[src/rtl/rbs_pkg.sv]
// Shared definitions for the bit-serial ripple-borrow subtractor:
// FSM state encoding and the counter-width helper.
package rbs_pkg;

  typedef enum logic [1:0] {
    IDLE = 2'd0,
    RUN  = 2'd1,
    FIN  = 2'd2
  } state_e;

  // Bits needed to count 0..value-1; never less than one bit.
  function automatic int clog2(input int value);
    int w;
    w = 1;
    while ((1 << w) < value) w++;
    return w;
  endfunction

endpackage

[src/rtl/full_subtractor.sv]
// Single-bit full subtractor cell: d = a - b - bin, bout = borrow out.
module full_subtractor (
  input  logic a,
  input  logic b,
  input  logic bin,
  output logic d,
  output logic bout
);

  assign d    = a ^ b ^ bin;
  assign bout = (~a & b) | (~(a ^ b) & bin);

endmodule

[src/rtl/rbs_subtractor.sv]
// Bit-serial ripple-borrow subtractor: DIFF = A - B - Bin over WIDTH cycles,
// LSB first, with a START/DONE handshake. One full_subtractor cell is reused
// every cycle on the operand LSBs and the running borrow.
// Optional feature: define SUB_OVERFLOW_EN to add the signed-overflow output OVF.
module rbs_subtractor
  import rbs_pkg::*;
#(
  parameter int WIDTH = 4
) (
  input  logic             CLK,
  input  logic             RST,
  input  logic             START,
  input  logic [WIDTH-1:0] A,
  input  logic [WIDTH-1:0] B,
  input  logic             Bin,
  output logic             BUSY,
  output logic             DONE,
  output logic [WIDTH-1:0] DIFF,
  output logic             BORROW
`ifdef SUB_OVERFLOW_EN
  ,
  output logic             OVF
`endif
);

  localparam int             CW   = clog2(WIDTH);
  localparam logic [CW-1:0]  LAST = CW'(WIDTH - 1);

  state_e           state_q, state_d;
  logic [WIDTH-1:0] a_q, a_d;
  logic [WIDTH-1:0] b_q, b_d;
  logic [WIDTH-1:0] diff_q, diff_d;
  logic [CW-1:0]    cnt_q, cnt_d;
  logic             br_q, br_d;
  logic             borrow_q, borrow_d;
`ifdef SUB_OVERFLOW_EN
  logic             ovf_q, ovf_d;
`endif

  logic bit_d;
  logic bit_bout;

  // Shared cell: operates on the current operand LSBs and the borrow flop.
  full_subtractor u_fs (
    .a    (a_q[0]),
    .b    (b_q[0]),
    .bin  (br_q),
    .d    (bit_d),
    .bout (bit_bout)
  );

  // Next-state and datapath: capture on accepted START, shift one bit per RUN cycle.
  always_comb begin
    // NOTE: every target gets a hold default first so no path can infer a latch.
    state_d  = state_q;
    a_d      = a_q;
    b_d      = b_q;
    diff_d   = diff_q;
    cnt_d    = cnt_q;
    br_d     = br_q;
    borrow_d = borrow_q;
`ifdef SUB_OVERFLOW_EN
    ovf_d    = ovf_q;
`endif
    unique case (state_q)
      IDLE, FIN: begin
        state_d = IDLE;
        if (START) begin
          state_d = RUN;
          a_d     = A;
          b_d     = B;
          br_d    = Bin;
          cnt_d   = '0;
`ifdef SUB_OVERFLOW_EN
          ovf_d   = 1'b0;
`endif
        end
      end
      RUN: begin
        // Result bits enter at the MSB and move right, so bit i ends at DIFF[i].
        diff_d = {bit_d, diff_q[WIDTH-1:1]};
        a_d    = a_q >> 1;
        b_d    = b_q >> 1;
        br_d   = bit_bout;
        cnt_d  = cnt_q + CW'(1);
        if (cnt_q == LAST) begin
          state_d  = FIN;
          cnt_d    = '0;
          borrow_d = bit_bout;
`ifdef SUB_OVERFLOW_EN
          // After WIDTH-1 shifts the operand LSBs hold the original MSBs,
          // and bit_d is the final result MSB.
          ovf_d    = (a_q[0] ^ b_q[0]) & (bit_d ^ a_q[0]);
`endif
        end
      end
      default: state_d = IDLE;
    endcase
  end

  // State and datapath registers with asynchronous active-high reset.
  always_ff @(posedge CLK or posedge RST) begin
    if (RST) begin
      state_q  <= IDLE;
      a_q      <= '0;
      b_q      <= '0;
      diff_q   <= '0;
      cnt_q    <= '0;
      br_q     <= 1'b0;
      borrow_q <= 1'b0;
`ifdef SUB_OVERFLOW_EN
      ovf_q    <= 1'b0;
`endif
    end else begin
      // NOTE: non-blocking updates so every flop samples pre-edge values.
      state_q  <= state_d;
      a_q      <= a_d;
      b_q      <= b_d;
      diff_q   <= diff_d;
      cnt_q    <= cnt_d;
      br_q     <= br_d;
      borrow_q <= borrow_d;
`ifdef SUB_OVERFLOW_EN
      ovf_q    <= ovf_d;
`endif
    end
  end

  assign BUSY   = (state_q == RUN);
  assign DONE   = (state_q == FIN);
  assign DIFF   = diff_q;
  assign BORROW = borrow_q;
`ifdef SUB_OVERFLOW_EN
  assign OVF    = ovf_q;
`endif

endmodule

[config.mk]
export PLATFORM = sky130hd
export DESIGN_NAME = rbs_subtractor
export DESIGN_NICKNAME = d
export VERILOG_FILES = /design/src/rtl/rbs_pkg.sv /design/src/rtl/full_subtractor.sv /design/src/rtl/rbs_subtractor.sv
export SDC_FILE = /design/constraint.sdc
export NUM_CORES = 1
export LEC_CHECK = 0
export ABC_AREA = 1
export CORE_MARGIN = 2
export CORE_UTILIZATION = 52
export DETAILED_ROUTE_END_ITERATION = 7
export PLACE_DENSITY = 0.81
export SETUP_SLACK_MARGIN = 0.3
export SLEW_MARGIN = 30
export SYNTH_ARGS = -nofsm -noshare
export SYNTH_HDL_FRONTEND = slang
export SYNTH_SLANG_ARGS = --single-unit
[constraint.sdc]
create_clock -name CLK -period 2.3 [get_ports CLK]
set_input_delay 0.46 -clock CLK [delete_from_list [all_inputs] [get_ports CLK]]
set_output_delay 0.46 -clock CLK [all_outputs]
set_load 0.02 [all_outputs]
==> results.cfg <==
[routing]
drcViolationCount = 0
drtAntennaViolNets = 0
wl_per_cell_microns = 11.7
wl_microns = 1710
dr.pass1.iters = 4
viasPerCell = 4.86
drt_iter0_markers = 14
via_count = 709

[flow_run]
drv_cap = 0

[setup_path]
regToRegStartpoint = b_q[0]
rr_worst_depth = 4
regToRegEndpoint = DIFF[3]
worstPathRequired_ns = 1.84
setup.worst_path.start_class = register
end_kind = output port
endpoint = BUSY
cp-startpoint = state_q[0]
critPathKind = reg -> out
arrival_ns = 1.39
crit_fanout = 9
rrSetupSlack_ns = 1.10

[timing]
worst_slew_pin_slew_ns = 0.664
post-route-period-util_pct = 80.5
min_period_ns = 1.85
skew_ns = 0.00455
final-setup-viol-count = 0
fin_tns_setup_ns = 0
final_hold_viol_count = 0
maxSlewHeadroom_pct = 55.7
fin_ws_ns = 0.448
fmax_ghz = 0.540
rsz0062_at_grt = no
drv_slew = 0

[cells_and_area]
areaGrowthSynthToFinish_pct = 23.8
nets = 145
fillers = 130
regArea_sq_um = 452
multi_input_area_sq_um = 324
drive_gt1_share_pct = 9.23
antennaDiodeCount = 0

[yosys]
synth_top_family_by_area = simple AND/OR/NAND/NOR gates
yosys_warnings = 0
syn_inst = 110
ys_ff_latch = 18
synth_fa_ha_area_share_pct = 3.65
synth_xor_area_share_pct = 0
synthSimpleGateAreaFrac_pct = 28.8
syn_area_sq_um = 892
synth_mux_area_share_pct = 0
seq_area_frac_synth_pct = 50.5
synth_fp_nets = 124
synth-compound-area-share_pct = 3.93
syn_area_per_cell_sq_um = 8.11
synth.distinct_cells = 15

[clock_tree]
postCtsSetupBuffers = 0
clk_path_buf_depth = 2
htreeDepth = 1
cts_made_buffers = 3
clk_pin_slew_worst_paths_ns = 0.10
cts_root_buffer = clkbuf_4
tritoncts = built
cts_sinks = 18
clk-insertion-delay-late_ns = 0.30

[global_routing]
met3_usage_pct = 2.38
gr-total-overflow = 0
grt_max_degree = 19
gr-usage-met1_pct = 25.1
grt_use_total_pct = 18.7
antenna_found_initial = 0
grt_first_pass_wirelength_microns = 2660
grt_pass1_vias = 657
top_usage_layer = met2
use_met2_pct = 28.5

[worst_hold_path]
hold-path-cell-count = 2
worstHoldPathType = reg -> reg
worst_hold_startpoint = cnt_q[1]

[placement]
hpwlAfterDp_microns = 1300
place.gp.congestion = 0.790
port_buffers = 18
dpl_worst_slack_ns = 0.425

[die]
core_area_sq_mm = 0.00156
placementRows = 14
pin_count = 19
start_util_pct = 57.2
dieArea_sq_mm = 0.00206
die_y_microns = 45.4
die_w_microns = 45.4

[outcome]
outcome = finished clean

[power_and_ir_drop]
ir_worst_vdd_mv = 0.998
p_per_area_mw_per_mm2 = 1420
power_leakage_nw = 0.603
==> metal layers <==
| metal | up-vias | wire length (microns) |
|---|---|---|
| met2 | 18 | 787 |
| met5 | - | 0 |
| met4 | 0 | 51 |
| li1 | 367 | - |
| met3 | 5 | 65 |
| met1 | 319 | 805 |
==> state kept, by name, indices dropped and copies added, names as in the netlist <==
register	flops
DIFF	4
b_q	4
a_q	4
BORROW	1
br_q	1
state_q	2
cnt_q	2
==> critical path, cell delays in order (launching register included) <==
cell and delay (ns):
dfrtp_2 0.49, inv_4 0.07, nor2_4 0.18, dlygate4sd2_1 0.36
==> cells by family (layout without fill, tap and decap cells) <==
family / Yosys count / after routing
compound gates: 7 / 7
fa+ha+maj: 2 / 2
buf+inv: 26 / 46
flops: 18 / 18
simple gates: 57 / 57
==> cells in the final DEF (no fill, tap or decap), types with 2 or more instances in the layout <==
cell type        instances
o21ai_0                  6
dlygate4sd2_1            2
nand3_1                 14
inv_1                   21
nand2_1                 37
clkbuf_4                 3
inv_4                    2
clkdlybuf4s50_1         16
nor2_1                   2
nand2_4                  2
dfrtp_1                 17
==> power by group <==
group,internal [mW],switching (mW)
logic,0.309,0.488
clock network,0.0966,0.100
registers,0.472,0.105
total,0.877,0.693
==> area by class of cell <==
type | instances | area share [%]
Timing Repair Buffer | 18 | 16.1
Inverter | 24 | 8.61
Tap cell | 16 | 1.81
Sequential cell | 18 | 40.9
Clock buffer | 4 | 3.28
Multi-Input combinational cell | 66 | 29.3
==> Yosys cell counts <==
cell type / count / area, sq um
nand2_1: 37 / 139
inv_1: 21 / 78.8
dfrtp_1: 18 / 450
nand3_1: 14 / 70.1
o21ai_0: 6 / 30.0
buf_6: 2 / 22.5
inv_4: 2 / 12.5
nand2_4: 2 / 22.5
nor2_1: 2 / 7.51
fa_1: 1 / 20.0
ha_1: 1 / 12.5
inv_2: 1 / 3.75
nand2_2: 1 / 6.26
nor2_4: 1 / 11.3
o21ai_1: 1 / 5.00
==> per-stage QoR <==
step / instance area [sq um] / hold slack [ns] / utilization (%) / cells / power (mW)
3_3_place_gp: 1070 / 0.460 / 68.6 / 142 / 1.35
6_report: 1100 / 0.484 / 70.9 / 146 / 1.57
4_1_cts: 1100 / 0.490 / 70.9 / 146 / 1.58
2_1_floorplan: 892 / 0.399 / - / 110 / 1.16
3_5_place_dp: 1070 / 0.465 / 68.6 / 142 / 1.39
5_1_grt: 1100 / 0.511 / 70.9 / 146 / 1.70
==> how the worst min path moves through the flow <==
stage                     slack, ns        to
after floorplan                0.40    BORROW
after global placement         0.46  cnt_q[1]
after detailed placement       0.46    a_q[1]
after CTS                      0.49  cnt_q[1]
after global routing           0.51    a_q[1]
final                          0.48  cnt_q[1]
==> repair_timing <==
| item | 4_1_cts | 5_1_grt |
|---|---|---|
| hold buffers | 0 | 0 |
| resized for setup | 3 | 0 |
| setup endpoints to repair | 2 | 0 |
Note: power is estimated with default switching activity, not from simulation.
==> variant 1 (config.mk and constraints unchanged) <==
The option `SUB_OVERFLOW_EN` is turned on by a define.
--- a/src/rtl/rbs_subtractor.sv
+++ b/src/rtl/rbs_subtractor.sv
@@ -2,6 +2,8 @@
 // LSB first, with a START/DONE handshake. One full_subtractor cell is reused
 // every cycle on the operand LSBs and the running borrow.
 // Optional feature: define SUB_OVERFLOW_EN to add the signed-overflow output OVF.
+`define SUB_OVERFLOW_EN
+
 module rbs_subtractor
   import rbs_pkg::*;
 #(
Formal check against the unedited RTL (old outputs only; new: OVF): equivalent (Yosys induction, for registers that start in step).
==> variant 1 against the unedited design <==
  * Wire length increased by 12%
  * Setup slack got worse by 92 ps
  * First-iteration DRC count increased by 50%
  * Worst hold slack about the same
  * Total power increased by 9.6%
  * Design area increased by 8.6%
  * Clock skew decreased by 0.91 ps
  * Sequential cell count increased by 1
  * Register-to-register slack got worse by 220 ps
  * Highest routed layer unchanged
  * Largest cell class unchanged
  * Area after synthesis increased by 6.7%
  * Synthesized cell count increased by 5.5%
  * Critical path depth decreased by 1
==> variant 1: results <==
export IMPL_dp_final_hpwl_um=1390
export IMPL_synth_nets=131
export IMPL_grt_use_met2_pct=34.2
export IMPL_worstRegToRegCells=6
export IMPL_r2r_setup_slack_ps=880
export IMPL_p_leak_nw=0.644
export IMPL_reg2reg_to="OVF$_DFFE_PP0P_"
export IMPL_routed_wl_um=1910
export IMPL_use_met3_pct=5.38
export IMPL_min_to="b_q[2]$_DFFE_PP0P_"
export IMPL_via_per_inst=4.71
export IMPL_grt_max_degree=20
export IMPL_drt_initial_drc_count=21
export IMPL_slowest_stage="clkdlybuf4s50_1"
export IMPL_slew_headroom_pct=53.8
export IMPL_io_buffers=19
export IMPL_grt_pass1_vias=753
export IMPL_synthTopCellsByCount="nand2_1 (39), dfrtp_1 (19), inv_1 (18)"
export IMPL_grt_usage_pct=22.1
export IMPL_slowest_delay_ps=610
export IMPL_status="complete, no violations"
export IMPL_synth_seq_area_share_pct=49.9
export IMPL_avgSynthCellArea_um2=8.21
export IMPL_post_cts_resized=1
export IMPL_synth_fa_ha_area_share_pct=4.73
export IMPL_ys_types=17
export IMPL_crit_family="buffers and inverters"
export IMPL_min_from="b_q[2]$_DFFE_PP0P_"
export IMPL_cp_startpoint="state_q[1]$_DFFE_PP0P_"
export IMPL_hold_slack_ps=484
export IMPL_drive_gt1_share_pct=10.1
export IMPL_irDropWorstVdd_v=0.000967
## variant 1: metal layers
layer	vias up	wire length (µm)	share of wire, %
met5	-	0	0
met4	0	44	2.3
met3	5	94	4.9
met2	18	872	46
met1	354	903	47
li1	396	-	-
## variant 1: per-stage QoR
stage | util, % | worst slack, ps
final | 69.5 | 355
after CTS | 69.3 | 303
after detailed placement | 67.3 | 486
after global routing | 69.5 | 313
after global placement | 67.3 | 510
after floorplan | - | 1030
## variant 1: report_power, final
group | internal (mW) | total (mW) | switching, mW
Sequential | 0.495 | 0.597 | 0.103
Clock | 0.0677 | 0.177 | 0.109
Combinational | 0.390 | 0.948 | 0.558
Total | 0.952 | 1.72 | 0.770
## variant 1: layout make-up
type	count	area [µm²]
Clock buffer	4	26.3
Fill cell	151	527
Inverter	21	81.3
Multi-Input combinational cell	74	377
Sequential cell	19	477
Tap cell	25	31.3
Timing Repair Buffer	21	208
==> variant 2 (same settings) <==
Without the edit above. The 3 states of `state_e` get a one-hot encoding in 3 bits.
--- a/src/rtl/rbs_pkg.sv
+++ b/src/rtl/rbs_pkg.sv
@@ -2,10 +2,10 @@
 // FSM state encoding and the counter-width helper.
 package rbs_pkg;
 
-  typedef enum logic [1:0] {
-    IDLE = 2'd0,
-    RUN  = 2'd1,
-    FIN  = 2'd2
+  typedef enum logic [2:0] {
+    IDLE = 3'b001,
+    RUN  = 3'b010,
+    FIN  = 3'b100
   } state_e;
 
   // Bits needed to count 0..value-1; never less than one bit.
Formal check against the unedited RTL: no difference found for any inputs over 10 cycles, from zero or initial values and one cycle with RST high; not proved beyond that.
==> variant 2 against the unedited design <==
  * Wire length rose by 3.9%
  * Sequential cell count rose by 1
  * Largest cell class unchanged
  * Worst hold slack got worse by 1.3 ps
  * Non-clock buffer count rose by 1
  * Design area rose by 3.2%
  * Total power fell by 15%
  * Setup slack got worse by 51 ps
  * Via count rose by 6.8%
  * Area after synthesis rose by 4.1%
  * Count of clock-buffer cells in the layout did not move
  * First-iteration DRC count fell by 21%
  * Global-route usage rose by 0.80 points
==> variant 2: results <==
export IMPL_hold_slack_ps=483
export IMPL_fillerInstances=154
export IMPL_synth_compound_area_share_pct=2.16
export IMPL_netlist_top_cells_area="dfrtp_1 (49%), nand2_1 (19%), nand3_1 (10%)"
export IMPL_r2r_setup_slack_ps=880
export IMPL_worstMarginPinSlew_ps=701
export IMPL_clock_skew_ps=8.39
export IMPL_drive_gt1_share_pct=9.09
export IMPL_synth_seq_area_share_pct=51.3
export IMPL_grt_max_degree=25
export IMPL_seqPwrFrac_pct=44.9
export IMPL_ys_types=18
export IMPL_irDropWorstVdd_v=0.000657
export IMPL_pg_comb_mw=0.567
export IMPL_place_congestion=0.781
export IMPL_drt_initial_drc_count=11
export IMPL_slowest_delay_ps=580
export IMPL_r2r_start="state_q[0]$_DFFE_PP1P_"
export IMPL_reg2reg_to="b_q[2]$_DFFE_PP0P_"
export IMPL_via_per_inst=4.82
export IMPL_slowest_stage="dfstp_2"
export IMPL_grt_pass1_wl_um=2950
export IMPL_status="complete, no violations"
export IMPL_worstPathArrival_ps=1440
export IMPL_synth_nets=127
export IMPL_cp_max_fo=8
## variant 2: cell types whose count changed after synthesis, sizes merged
| cell | before | now |
|---|---|---|
| nand2 | 40 | 50 |
| clkinv | 0 | 1 |
| dfstp | 0 | 1 |
| nor2 | 3 | 4 |
| o21ai | 7 | 4 |
| buf | 2 | 4 |
| nand3b | 0 | 1 |
| nand3 | 14 | 19 |
| inv | 24 | 9 |
## variant 2: cells by family after synthesis
family	after synthesis
buf+inv	14
flops	19
fa+ha+maj	2
compound gates	4
simple gates	74
## variant 2: stage by stage
stage                     cell area [µm²]  power, mW  instances  util (%)  setup slack, ps
after floorplan                       928      0.992        113         -             1010
after global placement               1110       1.14        153      65.3              464
after detailed placement             1110       1.17        153      65.3              433
after CTS                            1140       1.34        157      66.7              365
after global routing                 1140       1.45        157      66.7              320
final                                1140       1.33        157      66.7              397
## variant 2: area by class of cell
| cell class | instances | area [µm²] | area share, % |
|---|---|---|---|
| tap | 25 | 31.3 | 2.74 |
| clock buffer | 4 | 26.3 | 2.31 |
| inverter | 10 | 38.8 | 3.40 |
| timing repair buffer | 19 | 185 | 16.2 |
| multi-input combinational | 80 | 380 | 33.4 |
| sequential | 19 | 478 | 41.9 |
## variant 2: critical path: cells and delay by family (launching register included)
| family | cells | cell delay, ps |
|---|---|---|
| simple gates | 2 | 130 |
| flops | 1 | 580 |
| buf+inv | 2 | 440 |
## variant 2: repair_timing
| item | CTS | global route |
|---|---|---|
| pin swaps | 0 | 1 |
| hold buffers | 0 | 0 |
| resized for setup | 3 | 0 |
| gates cloned | 0 | 0 |
| endpoints found under the setup margin | 2 | 1 |
## variant 2: metal layers
metal	vias up	share of wire [%]	track usage, %
li1	391	-	-
met1	348	45	28.5
met2	16	50	28.9
met3	2	4.2	2.35
met4	0	0.68	8.57
met5	-	0	0
